### config.mk
export PLATFORM = sky130hd
export DESIGN_NAME = uart_tx_fifo_flat
export DESIGN_NICKNAME = d
export VERILOG_FILES = /design/src/rtl/uart_tx_fifo_if.sv /design/src/rtl/uart_tx_fifo.sv /design/src/flat_wrapper.sv
export SDC_FILE = /design/constraint.sdc
export NUM_CORES = 1
export LEC_CHECK = 0
export ABC_AREA = 1
export CAP_MARGIN = 10
export CORE_UTILIZATION = 40
export CTS_CLUSTER_DIAMETER = 120
export CTS_CLUSTER_SIZE = 28
export DETAILED_ROUTE_END_ITERATION = 6
export DONT_BUFFER_PORTS = 1
export GPL_ROUTABILITY_DRIVEN = 1
export GPL_TIMING_DRIVEN = 0
export HOLD_SLACK_MARGIN = 0.1
export PLACE_DENSITY = 0.59
export SLEW_MARGIN = 30
export SYNTH_ARGS = -nofsm -noshare
export SYNTH_HDL_FRONTEND = slang
export SYNTH_SLANG_ARGS = --single-unit
export TNS_END_PERCENT = 20
### constraint.sdc
create_clock -name clk_i -period 6.7 [get_ports clk_i]
set_input_delay 1.34 -clock clk_i [delete_from_list [all_inputs] [get_ports clk_i]]
set_output_delay 1.34 -clock clk_i [all_outputs]
set_load 0.03 [all_outputs]
### src/rtl/uart_tx_fifo_if.sv
// Byte-queue side of the UART transmitter: write strobe/ready, serial line and status.
// The producer drives data_i/data_v_i; the transmitter drives everything else.
interface uart_tx_fifo_if #(
  parameter int DATA_W     = 8,
  parameter int FIFO_DEPTH = 16
);
  localparam int LVL_W = $clog2(FIFO_DEPTH) + 1;

  logic [DATA_W-1:0] data_i;
  logic              data_v_i;
  logic              data_rdy_o;
  logic              tx_o;
  logic              busy_o;
  logic [LVL_W-1:0]  level_o;
  logic              overflow_o;

  modport master (
    output data_i, data_v_i,
    input  data_rdy_o, tx_o, busy_o, level_o, overflow_o
  );

  modport slave (
    input  data_i, data_v_i,
    output data_rdy_o, tx_o, busy_o, level_o, overflow_o
  );
endinterface

### src/rtl/uart_tx_fifo.sv
// UART transmitter with a FIFO: first start bit one cycle after a write into an idle, empty queue.
// data_rdy_o drops while the FIFO is full; writes then are dropped and flagged on overflow_o.
module uart_tx_fifo #(
  parameter int CLK_DIV    = 104,
  parameter int DATA_W     = 8,
  parameter int FIFO_DEPTH = 16,
  parameter int PARITY     = 0,
  parameter int STOP_BITS  = 1
) (
  input logic          clk_i,
  input logic          rst_i,
  uart_tx_fifo_if.slave bus
);
  localparam int PTR_W = $clog2(FIFO_DEPTH);
  localparam int LVL_W = PTR_W + 1;
  localparam int CNT_W = $clog2(CLK_DIV);

  typedef enum logic [2:0] {
    ST_IDLE,
    ST_START,
    ST_DATA,
    ST_PAR,
    ST_STOP
  } state_t;

  logic [DATA_W-1:0] mem [FIFO_DEPTH];
  logic [PTR_W-1:0]  wr_ptr_q, rd_ptr_q;
  logic [LVL_W-1:0]  level_q;
  logic              ovf_q;

  state_t            state_q, state_d;
  logic [CNT_W-1:0]  cnt_q, cnt_d;
  logic [3:0]        bit_q, bit_d;
  logic [DATA_W-1:0] shreg_q, shreg_d;
  logic              par_q, par_d;
  logic              tx_q, tx_d;

  logic              empty, full, push, pop, load, tick;
  logic [DATA_W-1:0] head;

  assign head  = mem[rd_ptr_q];
  assign empty = (level_q == '0);
  assign full  = (level_q == LVL_W'(FIFO_DEPTH));
  assign push  = bus.data_v_i && !full;
  assign tick  = (cnt_q == CNT_W'(CLK_DIV - 1));
  assign pop   = load;

  always_comb begin
    state_d = state_q;
    cnt_d   = tick ? '0 : cnt_q + 1'b1;
    bit_d   = bit_q;
    shreg_d = shreg_q;
    par_d   = par_q;
    tx_d    = tx_q;
    load    = 1'b0;

    case (state_q)
      ST_IDLE: begin
        cnt_d = '0;
        tx_d  = 1'b1;
        if (!empty) load = 1'b1;
      end
      ST_START: begin
        if (tick) begin
          state_d = ST_DATA;
          bit_d   = '0;
          tx_d    = shreg_q[0];
        end
      end
      ST_DATA: begin
        if (tick) begin
          if (bit_q == 4'(DATA_W - 1)) begin
            bit_d = '0;
            if (PARITY != 0) begin
              state_d = ST_PAR;
              tx_d    = par_q;
            end else begin
              state_d = ST_STOP;
              tx_d    = 1'b1;
            end
          end else begin
            bit_d   = bit_q + 4'd1;
            shreg_d = shreg_q >> 1;
            tx_d    = shreg_q[1];
          end
        end
      end
      ST_PAR: begin
        if (tick) begin
          state_d = ST_STOP;
          bit_d   = '0;
          tx_d    = 1'b1;
        end
      end
      ST_STOP: begin
        if (tick) begin
          if (bit_q == 4'(STOP_BITS - 1)) begin
            // Chain straight into the next start bit when more data is waiting.
            if (!empty) begin
              load = 1'b1;
            end else begin
              state_d = ST_IDLE;
              bit_d   = '0;
              tx_d    = 1'b1;
            end
          end else begin
            bit_d = bit_q + 4'd1;
          end
        end
      end
      default: begin
        state_d = ST_IDLE;
        tx_d    = 1'b1;
      end
    endcase

    if (load) begin
      state_d = ST_START;
      cnt_d   = '0;
      bit_d   = '0;
      shreg_d = head;
      par_d   = (PARITY == 1) ? ~^head : ^head;
      tx_d    = 1'b0;
    end
  end

  always_ff @(posedge clk_i) begin
    if (rst_i) begin
      state_q  <= ST_IDLE;
      cnt_q    <= '0;
      bit_q    <= '0;
      shreg_q  <= '0;
      par_q    <= 1'b0;
      tx_q     <= 1'b1;
      wr_ptr_q <= '0;
      rd_ptr_q <= '0;
      level_q  <= '0;
      ovf_q    <= 1'b0;
    end else begin
      state_q <= state_d;
      cnt_q   <= cnt_d;
      bit_q   <= bit_d;
      shreg_q <= shreg_d;
      par_q   <= par_d;
      tx_q    <= tx_d;
      if (push) wr_ptr_q <= wr_ptr_q + 1'b1;
      if (pop)  rd_ptr_q <= rd_ptr_q + 1'b1;
      case ({push, pop})
        2'b10:   level_q <= level_q + 1'b1;
        2'b01:   level_q <= level_q - 1'b1;
        default: level_q <= level_q;
      endcase
      // Full is judged on the registered level, so a same-cycle pop does not rescue the write.
      ovf_q <= bus.data_v_i && full;
    end
  end

  always_ff @(posedge clk_i) begin
    if (push) mem[wr_ptr_q] <= bus.data_i;
  end

  assign bus.data_rdy_o = !full;
  assign bus.tx_o       = tx_q;
  assign bus.busy_o     = (state_q != ST_IDLE) || !empty;
  assign bus.level_o    = level_q;
  assign bus.overflow_o = ovf_q;
endmodule

### src/flat_wrapper.sv
// flat-port wrapper written by rule: the top's interface ports become plain ports
module uart_tx_fifo_flat 
#(
  parameter int CLK_DIV    = 104,
  parameter int DATA_W     = 8,
  parameter int FIFO_DEPTH = 16,
  parameter int PARITY     = 0,
  parameter int STOP_BITS  = 1
)
  (clk_i, rst_i, bus_data_i, bus_data_v_i, bus_data_rdy_o, bus_tx_o, bus_busy_o, bus_level_o, bus_overflow_o);
  uart_tx_fifo_if #(.DATA_W(DATA_W), .FIFO_DEPTH(FIFO_DEPTH)) bus_i ();
  input logic clk_i;
  input logic rst_i;
  input wire logic [$bits(bus_i.data_i)-1:0] bus_data_i;
  input wire logic [$bits(bus_i.data_v_i)-1:0] bus_data_v_i;
  output wire logic [$bits(bus_i.data_rdy_o)-1:0] bus_data_rdy_o;
  output wire logic [$bits(bus_i.tx_o)-1:0] bus_tx_o;
  output wire logic [$bits(bus_i.busy_o)-1:0] bus_busy_o;
  output wire logic [$bits(bus_i.level_o)-1:0] bus_level_o;
  output wire logic [$bits(bus_i.overflow_o)-1:0] bus_overflow_o;
  assign bus_i.data_i = bus_data_i;
  assign bus_i.data_v_i = bus_data_v_i;
  assign bus_data_rdy_o = bus_i.data_rdy_o;
  assign bus_tx_o = bus_i.tx_o;
  assign bus_busy_o = bus_i.busy_o;
  assign bus_level_o = bus_i.level_o;
  assign bus_overflow_o = bus_i.overflow_o;
  uart_tx_fifo #(.CLK_DIV(CLK_DIV), .DATA_W(DATA_W), .FIFO_DEPTH(FIFO_DEPTH), .PARITY(PARITY), .STOP_BITS(STOP_BITS)) u_core (.clk_i(clk_i), .rst_i(rst_i), .bus(bus_i));
endmodule
## Word level (Yosys, flattened, before mapping)

Memory sizes are Yosys's and may differ from the RTL's. A register that Yosys moved wholly into a read port is not among the register bits.
Index checks and enable logic that the tools add are counted.

| operators by class | value |
|---|---|
| multiplexer cells | 38 |
| equality and inequality tests | 27 |
| add/subtract/negate cells | 6 |
| reductions and logical operators | 21 |
| bitwise logic cells | 1 |

Operators with widths:

| kind | number |
|---|---|
| $mux W4 | 8 |
| $mux W8 | 4 |
| $mux W3 | 7 |
| $ne A3 B1 Y1 const B | 7 |
| $ne A2 B1 Y1 const B | 10 |
| $reduce_and A8 Y1 | 2 |
| $pmux W3 S5 | 1 |
| $mux W1 | 14 |
| $add A4 B1 Y4 const B | 3 |
| $pmux W4 S3 | 1 |
| $pmux W5 S2 | 1 |
| $add A7 B1 Y7 const B | 1 |
| $eq A7 B7 Y1 const B | 1 |
| $eq A3 B2 Y1 const B | 2 |
| $reduce_and A6 Y1 | 1 |
| $reduce_bool A2 Y1 | 3 |
| $reduce_bool A3 Y1 | 2 |
| $add A5 B1 Y5 const B | 1 |
| $eq A5 B5 Y1 const B | 1 |
| $logic_not A5 Y1 | 1 |
| $reduce_and A5 Y1 | 1 |
| $sub A5 B1 Y5 const B | 1 |
| $eq A4 B3 Y1 const B | 1 |
| $logic_not A4 Y1 | 1 |
| 15 further kinds | 18 |

| word-level totals | value |
|---|---|
| output and inout port bits | 9 |
| register bits | 37 |
| RAM bits | 128 |
| logic and storage cells | 104 |
| memories | 1 |
| bits of input ports | 11 |

Memory list:

| memory | depth | bits a word | rd ports | clocked after Yosys merged registers in | write ports | RTL line | RTL |
|---|---|---|---|---|---|---|---|
| u_core.mem | 16 | 8 | 1 | 1 | 1 | uart_tx_fifo.sv:26 | `logic [DATA_W-1:0] mem [FIFO_DEPTH];` |

## Longest topological paths before layout

Gate-level depths: netlist of run 1.

| logic depth | value |
|---|---|
| word-level depth | 7 |
| mapped depth | 17 |
| gate-level depth less buffers | 15 |

## Least setup slack after synthesis of run 1

OpenSTA, ideal clock, no wires.

| timing | value |
|---|---|
| kind | input port to flip-flop |
| start point | in bus_data_v_i |
| end point | reg u_core.level_q[4], in the netlist u_core.bus.level_o[4] |
| slack | 3918 ps |
| buffers on the path | 0 |
| stages on the path | 10 |
| data arrival time | 2646 ps |
| setup time | 137 ps |
| required time | 6563 ps |
| path through | nand2_1 -> ha_1 -> xor2_1 -> ha_1 -> a21o_2 -> nand3_1 -> nand2_1 -> xor2_1 -> nand2_1 -> a21oi_1 |

| between the ends | value |
|---|---|
| cells in the longest elaborated chain, start to end | 3 |
| elaborated cells between the ends (all ways) | 5 |
| those cells by class | eq/ne (2); mux (1); reduce/logical (2) |

Ends and longest elaborated chain:

| element | RTL line | RTL |
|---|---|---|
| start, declared | flat_wrapper.sv:15 | `input wire logic [$bits(bus_i.data_v_i)-1:0] bus_data_v_i;` |
| $logic_and A1 B1 Y1 (*) | uart_tx_fifo.sv:44 | `assign push = bus.data_v_i && !full;` |
| $eq A2 B1 Y1 / $eq A2 B2 Y1 (equally long branches) | uart_tx_fifo.sv:148 | `case ({push, pop})` |
| $pmux W5 S2 / $reduce_bool A2 Y1 (equally long branches) | -- |  |
| end signal, assigned | uart_tx_fifo.sv:149 | `2'b10: level_q <= level_q + 1'b1;` |
| end signal, assigned | uart_tx_fifo.sv:150 | `2'b01: level_q <= level_q - 1'b1;` |
| end signal, assigned | uart_tx_fifo.sv:151 | `default: level_q <= level_q;` |
| end, declared | uart_tx_fifo.sv:28 | `logic [LVL_W-1:0] level_q;` |

Every way passes the cells marked *; elsewhere a longest branch is shown, timed or not.
A chain may end at the register's enable or synchronous reset.

## Final worst setup path of run 1

| timing | value |
|---|---|
| start point | reg u_core.level_q[0], in the netlist u_core.bus.level_o[0] |
| end point | out bus_busy_o |

| between the ends | value |
|---|---|
| cells in the longest elaborated chain, start to end | 3 |

Ends and longest elaborated chain:

| element | RTL line | RTL |
|---|---|---|
| $logic_not A5 Y1 | uart_tx_fifo.sv:42 | `assign empty = (level_q == '0);` |
| $logic_not A1 Y1 | -- |  |
| $logic_or A1 B1 Y1 | uart_tx_fifo.sv:164 | `assign bus.busy_o = (state_q != ST_IDLE) \|\| !empty;` |
| end, declared | flat_wrapper.sv:18 | `output wire logic [$bits(bus_i.busy_o)-1:0] bus_busy_o;` |

Every way passes these cells.

==> impl_metrics.py, run 1 <==
metrics = {
    "status": {
        "outcome": "completed",
    },
    "finish": {
        "nFillCells": 1732,
        "layout.cells.most_common_list": "sky130_fd_sc_hd__nand2_1 (177), sky130_fd_sc_hd__edfxtp_1 (128), sky130_fd_sc_hd__inv_1 (91)",
        "design_area_um2": 8320,
        "antenna-diode-count": 0,
        "layout-drive-gt1-share_pct": 10.2,
        "layout.area.seq_um2": 4660,
        "num-nets-final": 797,
        "syn_to_final_growth_pct": 11.1,
        "mostFrequentLayoutCell": "sky130_fd_sc_hd__nand2_1",
        "multiInputGateArea_um2": 2310,
    },
    "flow_run": {
        "timing.max_cap.violations": 0,
    },
    "synth": {
        "seq_area_frac_synth_pct": 62.3,
        "synth_fp_nets": 778,
        "synth.lib_cells_used.distinct": 37,
        "postSynthRegisterBits": 169,
        "post_synth.cell_area_avg_um2": 9.92,
        "yosys_warnings": 0,
        "syn-instance-count": 755,
        "syn_area_um2": 7490,
    },
    "clocking": {
        "holdBufCountCts": 0,
        "cts.reportedPaths.clkPinSlew_ns": 0.06,
        "clock_insertion_delay_worst_skew_ns": 0.43,
        "cts_root_buffer": "sky130_fd_sc_hd__clkbuf_16",
        "post-cts-setup-buffer-count": 0,
        "cts-buffers-inserted": 17,
        "clock_tree.buffer_depth": 2,
        "tritoncts": "built",
        "cts.sinks": 169,
        "cts_resized": 0,
        "htreeDepth": 4,
    },
    "power": {
        "max_vdd_drop_mv": 0.201,
        "static-leakage-power_nw": 3.28,
        "power_density_nw_per_um2": 406,
    },
    "grt": {
        "globalRouteTotalUtil_pct": 19.1,
        "gr-total-overflow": 0,
        "grt_first_pass_wirelength_um": 27300,
        "antenna_found_initial": 0,
        "grt_start_max_net_pins": 17,
        "first_global_vias": 4926,
    },
    "floorplanning": {
        "core_um2": 18100,
        "die-area_um2": 19300,
        "dieHeight_um": 139,
        "fp-row-count": 49,
        "start_util_pct": 41.3,
        "die_w_um": 139,
        "boundaryPins": 20,
    },
    "worst_hold_path": {
        "tightest_hold_check_type": "reg -> reg",
    },
    "sta": {
        "tns_ns": 0,
        "clock_skew_ns": 0.00937,
        "layout_min_cycle_time_ns": 3.44,
        "final-hold-violation-count": 0,
        "clock.fmax_ghz": 0.291,
        "slew_viol_final": 0,
        "timing.max_slew.rel_slack_pct": 33.6,
        "unrepaired_setup_endpoints_after_global_routing": "no",
        "timing_worst_slew_pin_value_ns": 0.992,
        "fin_crit_sh_pct": 51.3,
        "timing.final.setup_violations": 0,
    },
    "detailed_routing": {
        "routed_via_density": 5.05,
        "drt_first_pass_iters": 5,
        "totalWireLength_um": 17600,
        "final_antenna_net_count": 0,
        "wl_per_cell_um": 17.3,
        "drcViolationCount": 0,
        "dr_total_vias": 5131,
        "drt_iter0_drc": 407,
    },
    "setup_path": {
        "critical_path.max_fanout": 10,
        "setup.worst_path.class": "reg -> out",
        "startpoint_type_of_the_worst_setup_path": "flip-flop",
        "critical_path_required_ns": 5.36,
        "reg2reg_slack_ns": 3.72,
        "cp.arrival_ns": 2.10,
        "worstSetupEndpointType": "output pin",
    },
    "place": {
        "hpwl_after_detailed_placement_um": 11700,
        "io_buffer_count": 0,
        "placed_cell_area_um2": 7780,
        "finalWeightedCongestion": 0.825,
    },
}
==> stage by stage <==
stage / power [W] / instances / worst slack, ns / util (%) / hold WS [ns]
after detailed placement: 0.00249 / 984 / 3.59 / 42.9 / 0.439
after global placement: 0.00248 / 984 / 3.58 / 42.9 / 0.432
after global routing: 0.00357 / 1016 / 3.16 / 45.9 / 0.471
after CTS: 0.00339 / 1016 / 3.24 / 45.9 / 0.455
after floorplan: 0.00216 / 755 / 3.92 / - / 0.418
final: 0.00338 / 1016 / 3.26 / 45.9 / 0.450
==> kinds of logic after synthesis <==
kind of cell	count (synthesis)	share of synthesized area, %
simple gates	367	21.7
flops	169	62.3
buf+inv	123	7.00
compound gates	75	6.01
fa+ha+maj	12	2.00
xor+xnor	9	1.05
==> synth_stat cells <==
cell type	number	area, µm²
sky130_fd_sc_hd__nand2_1	177	664
sky130_fd_sc_hd__edfxtp_1	128	3840
sky130_fd_sc_hd__inv_1	91	342
sky130_fd_sc_hd__nand3_1	84	420
sky130_fd_sc_hd__nor2_1	77	289
sky130_fd_sc_hd__dfxtp_1	41	821
sky130_fd_sc_hd__o21ai_0	34	170
sky130_fd_sc_hd__a21oi_1	18	90.1
sky130_fd_sc_hd__buf_2	12	60.1
sky130_fd_sc_hd__ha_1	12	150
sky130_fd_sc_hd__o211ai_1	11	82.6
sky130_fd_sc_hd__clkbuf_1	9	33.8
sky130_fd_sc_hd__nand3_2	7	70.1
sky130_fd_sc_hd__xor2_1	7	61.3
sky130_fd_sc_hd__a21oi_2	5	43.8
sky130_fd_sc_hd__nor3_1	5	25.0
sky130_fd_sc_hd__nand4_1	4	25.0
sky130_fd_sc_hd__nor2_4	4	45.0
sky130_fd_sc_hd__inv_2	3	11.3
sky130_fd_sc_hd__nand2_2	3	18.8
sky130_fd_sc_hd__buf_1	2	7.51
sky130_fd_sc_hd__buf_12	2	40.0
sky130_fd_sc_hd__buf_4	2	15.0
sky130_fd_sc_hd__nor3_2	2	20.0
sky130_fd_sc_hd__o21a_1	2	15.0
sky130_fd_sc_hd__xnor2_1	2	17.5
sky130_fd_sc_hd__a21o_2	1	8.76
sky130_fd_sc_hd__and3_1	1	6.26
sky130_fd_sc_hd__buf_6	1	11.3
sky130_fd_sc_hd__clkinv_1	1	3.75
sky130_fd_sc_hd__nand2_4	1	11.3
sky130_fd_sc_hd__nand4_4	1	21.3
sky130_fd_sc_hd__nor2_2	1	6.26
sky130_fd_sc_hd__o21ai_1	1	5.00
sky130_fd_sc_hd__o21bai_1	1	7.51
sky130_fd_sc_hd__o22ai_1	1	6.26
sky130_fd_sc_hd__o31ai_4	1	21.3
==> metal layers <==
metal | wire length [µm] | GRT usage, %
met1 | 8020 | 25.4
met2 | 8480 | 31.7
met3 | 830 | 3.63
met4 | 228 | 5.91
met5 | 0 | 0
==> final cells by class <==
type	count	area share (%)
multi-input cells	463	27.7
clock buffers	17	5.11
well taps	229	3.44
clock inverters	15	1.40
plain buffers	28	2.01
flip-flops and latches	169	56.0
inverters	95	4.28
==> final timing paths <==
check,start,endpoint,cells past startpoint
worst max register to register,u_core.bus.level_o[0],u_core.mem[10][4],6
worst min-delay path,u_core.cnt_q[0],u_core.cnt_q[0],1
worst max-delay path,u_core.bus.level_o[0],bus_busy_o,7
worst min register to register,u_core.cnt_q[0],u_core.cnt_q[0],1
==> sequential cells by signal, summed over array words and instances (netlist names), named ones only <==
register / cells
u_core.rd_ptr_q: 4
u_core.mem: 128
u_core.bus.overflow_o: 1
u_core.bus.tx_o: 1
u_core.wr_ptr_q: 4
u_core.bus.level_o: 5
u_core.state_q: 3
u_core.bit_q: 4
u_core.shreg_q: 8
u_core.cnt_q: 7
==> where the power goes <==
part	leakage, nW	switching [W]	internal [W]	total (W)
clock network	0.267	0.000434	0.000481	0.000915
registers	1.49	0.0000842	0.00120	0.00128
logic	1.52	0.000789	0.000393	0.00118
==> critical path, cell delays in order, from the launching register on <==
cell                      delay [ns]
sky130_fd_sc_hd__dfxtp_1        0.62
sky130_fd_sc_hd__inv_1          0.17
sky130_fd_sc_hd__nand4_4        0.15
sky130_fd_sc_hd__nand3_2        0.14
sky130_fd_sc_hd__nand2_4        0.13
sky130_fd_sc_hd__buf_12         0.15
sky130_fd_sc_hd__inv_2          0.07
sky130_fd_sc_hd__nand2_1        0.24
(Power assumes the default switching activity.)
==> run 2, diff against run 1 <==
- ABC_AREA: 1 -> 0
- clock period: 6.7 -> 3.4 ns (I/O delays scaled with it)
==> impl_metrics.py, run 2 <==
metrics = {
    "status": {
        "outcome": "completed",
    },
    "synth": {
        "synth.top_cells.by_count": "sky130_fd_sc_hd__edfxtp_1 (128), sky130_fd_sc_hd__dfxtp_1 (41), sky130_fd_sc_hd__nor2_1 (39)",
        "postSynthRegisterBits": 169,
        "syn-instance-count": 467,
        "synth_top_area_share_pct": 54.3,
        "synth.lib_cells_used.distinct": 56,
        "seq_area_frac_synth_pct": 65.9,
        "post_synth.cell_area_avg_um2": 15.1,
        "syn_area_um2": 7070,
        "synth.area.top_cells": "sky130_fd_sc_hd__edfxtp_1 (54%), sky130_fd_sc_hd__dfxtp_1 (12%), sky130_fd_sc_hd__mux4_2 (10%)",
        "synth-edff-count": 128,
        "synth_fp_nets": 490,
        "synth_most_common_cell": "sky130_fd_sc_hd__edfxtp_1",
        "postSynth.asyncResetShare_pct": 0,
        "yosys.area.top_type": "sky130_fd_sc_hd__edfxtp_1",
        "postSynth.topFlopCell": "sky130_fd_sc_hd__edfxtp_1",
        "yosys_warnings": 0,
    },
    "setup_path": {
        "crit_path_top_delay_cell": "sky130_fd_sc_hd__or4_4",
        "timing.rr.end": "u_core.bus.level_o[4]",
        "worstSetupEndpointType": "flip-flop",
        "worst_path_dominant_cell_family": "compound AO/OA/AOI/OAI gates",
        "startpoint_type_of_the_worst_setup_path": "flip-flop",
        "setup.worst_path.class": "reg -> reg",
        "timing.reg2reg.worst_path_depth": 14,
        "worst_r2r_src": "u_core.bus.level_o[2]",
        "critical_path.max_fanout": 10,
        "slowest_delay_ns": 0.53,
        "reg2reg_slack_ns": 0.20,
        "critical_path_required_ns": 3.72,
        "path_cells": "clkbuf_4 > or4_4 > o21ai_1 > a21o_1 > buf_6 > inv_2 > ha_4 > xor2_1 > ha_1 > a211o_1 > nand2_1 > nand3b_1 > a31oi_2 > mux2_2",
        "cp.buffers_inverters": 3,
        "cp.arrival_ns": 3.52,
    },
    "flow_run": {
        "timing.max_cap.violations": 0,
    },
    "floorplanning": {
        "fp-row-count": 48,
        "boundaryPins": 20,
        "start_util_pct": 40.9,
        "dieHeight_um": 135,
        "core_um2": 17300,
        "die_w_um": 135,
        "die-area_um2": 18200,
    },
    "detailed_routing": {
        "drt_iter0_drc": 247,
        "wl_per_cell_um": 19.1,
        "dr_total_vias": 3932,
        "routed_via_density": 5.40,
        "final_antenna_net_count": 0,
        "drt_first_pass_iters": 5,
        "drcViolationCount": 0,
        "totalWireLength_um": 13900,
    },
    "grt": {
        "globalRouteTotalUtil_pct": 16.8,
        "grt_start_max_net_pins": 18,
        "antenna_found_initial": 0,
        "gr-total-overflow": 0,
        "grt_first_pass_wirelength_um": 22100,
        "first_global_vias": 4028,
    },
    "finish": {
        "top_register": "u_core.mem",
        "mostFrequentLayoutCell": "sky130_fd_sc_hd__edfxtp_1",
        "syn_to_final_growth_pct": 13.8,
        "layout-drive-gt1-share_pct": 21.3,
        "post-route-util_pct": 46.5,
        "largest_register_ff_count": 128,
        "design_area_um2": 8050,
        "antenna-diode-count": 0,
        "layout.cells.most_common_list": "sky130_fd_sc_hd__edfxtp_1 (128), sky130_fd_sc_hd__dfxtp_1 (38), sky130_fd_sc_hd__nor2_1 (35)",
        "top_regs": "u_core.mem: 128 flops, u_core.shreg_q: 8 flops, u_core.cnt_q: 7 flops",
        "num-nets-final": 513,
    },
    "sta": {
        "layout_min_cycle_time_ns": 3.20,
        "fin_crit_sh_pct": 94.1,
        "timing_worst_slew_pin_value_ns": 0.998,
        "timing.final.setup_violations": 0,
        "final-hold-violation-count": 0,
        "clock_skew_ns": 0.0132,
        "final.hold.worst_slack_ns": 0.340,
        "timing.max_slew.rel_slack_pct": 33.2,
        "unrepaired_setup_endpoints_after_global_routing": "no",
        "clock.fmax_ghz": 0.313,
        "slew_viol_final": 0,
        "fin_worst_setup_slack_ns": 0.201,
    },
    "worst_hold_path": {
        "tightest_hold_check_type": "in -> reg",
        "hold_path_depth": 0,
        "hold_path_startpoint": "bus_data_i[4]",
        "hold_end": "u_core.mem[3][4]",
    },
    "power": {
        "static-leakage-power_nw": 2.61,
        "total_power_w": 0.00589,
        "max_vdd_drop_mv": 0.416,
        "power_density_nw_per_um2": 731,
    },
    "clocking": {
        "clock_tree.buffer_depth": 2,
        "cts-buffers-inserted": 17,
        "htreeDepth": 4,
        "clock_insertion_delay_worst_skew_ns": 0.43,
        "cts.sinks": 169,
        "cts_root_buffer": "sky130_fd_sc_hd__clkbuf_16",
        "cts.reportedPaths.clkPinSlew_ns": 0.07,
        "tritoncts": "built",
    },
    "place": {
        "io_buffer_count": 0,
        "finalWeightedCongestion": 0.860,
        "placed_cell_area_um2": 7390,
        "hpwl_after_detailed_placement_um": 9340,
        "place_worst_setup_slack_ns": -0.282,
    },
}
==> run 2: power by group <==
part	switching, W	internal (W)	total (W)
Sequential	0.000147	0.00237	0.00252
Combinational	0.000791	0.000664	0.00145
Clock	0.000866	0.00105	0.00191
==> run 2: routing by layer <==
| layer | vias to the layer above | GRT usage, % | wire length [µm] |
|---|---|---|---|
| met5 | - | 0 | 0 |
| li1 | 1836 | - | - |
| met2 | 94 | 27.8 | 6910 |
| met3 | 25 | 4.24 | 667 |
| met4 | 0 | 7.68 | 356 |
| met1 | 1977 | 20.7 | 5990 |
==> run 2: per-stage QoR <==
| stage | TNS, ns | instances |
|---|---|---|
| finish | 0 | 728 |
| global route | 0 | 728 |
| CTS | 0 | 725 |
| detailed placement | -0.297 | 694 |
| global placement | -0.310 | 692 |
| floorplan | 0 | 467 |
==> run 2: kinds of logic after synthesis <==
logic type               synth area share [%]
multiplexers                             12.1
AO/OA/AOI/OAI                            5.66
XOR/XNOR                                 1.73
AND/OR/NAND/NOR                          9.92
flip-flops                               65.9
buffers and inverters                    2.56
adder cells (fa/ha/maj)                  2.12
==> run 2: final cells by class <==
class	count	area, µm²
plain buffers	28	150
clock buffers	18	429
clock inverters	14	154
fillers	1512	9250
inverters	9	33.8
multi-input cells	260	2290
flip-flops and latches	169	4670
well taps	225	282
repair buffers	5	37.5
==> run 2: what timing repair did <==
action / CTS / global route
pin swaps: 0 / 2
gates resized for setup: 3 / 9
setup buffers: 0 / 3
hold buffers: 0 / 0
endpoints found under the setup margin: 2 / 1
==> run 2: worst max-delay path by stage <==
stage | depth (start not counted) | slack (ns) | from | end
floorplan | 15 | 0.12 | u_core.bus.level_o[1] | u_core.bus.level_o[4]
CTS | 14 | 0.03 | u_core.bus.level_o[2] | u_core.bus.level_o[4]
global placement | 16 | -0.18 | u_core.bit_q[0] | u_core.bus.level_o[4]
global route | 14 | 0.03 | u_core.bus.level_o[2] | u_core.bus.level_o[4]
detailed placement | 16 | -0.28 | u_core.bit_q[0] | u_core.bus.level_o[4]
finish | 14 | 0.20 | u_core.bus.level_o[2] | u_core.bus.level_o[4]
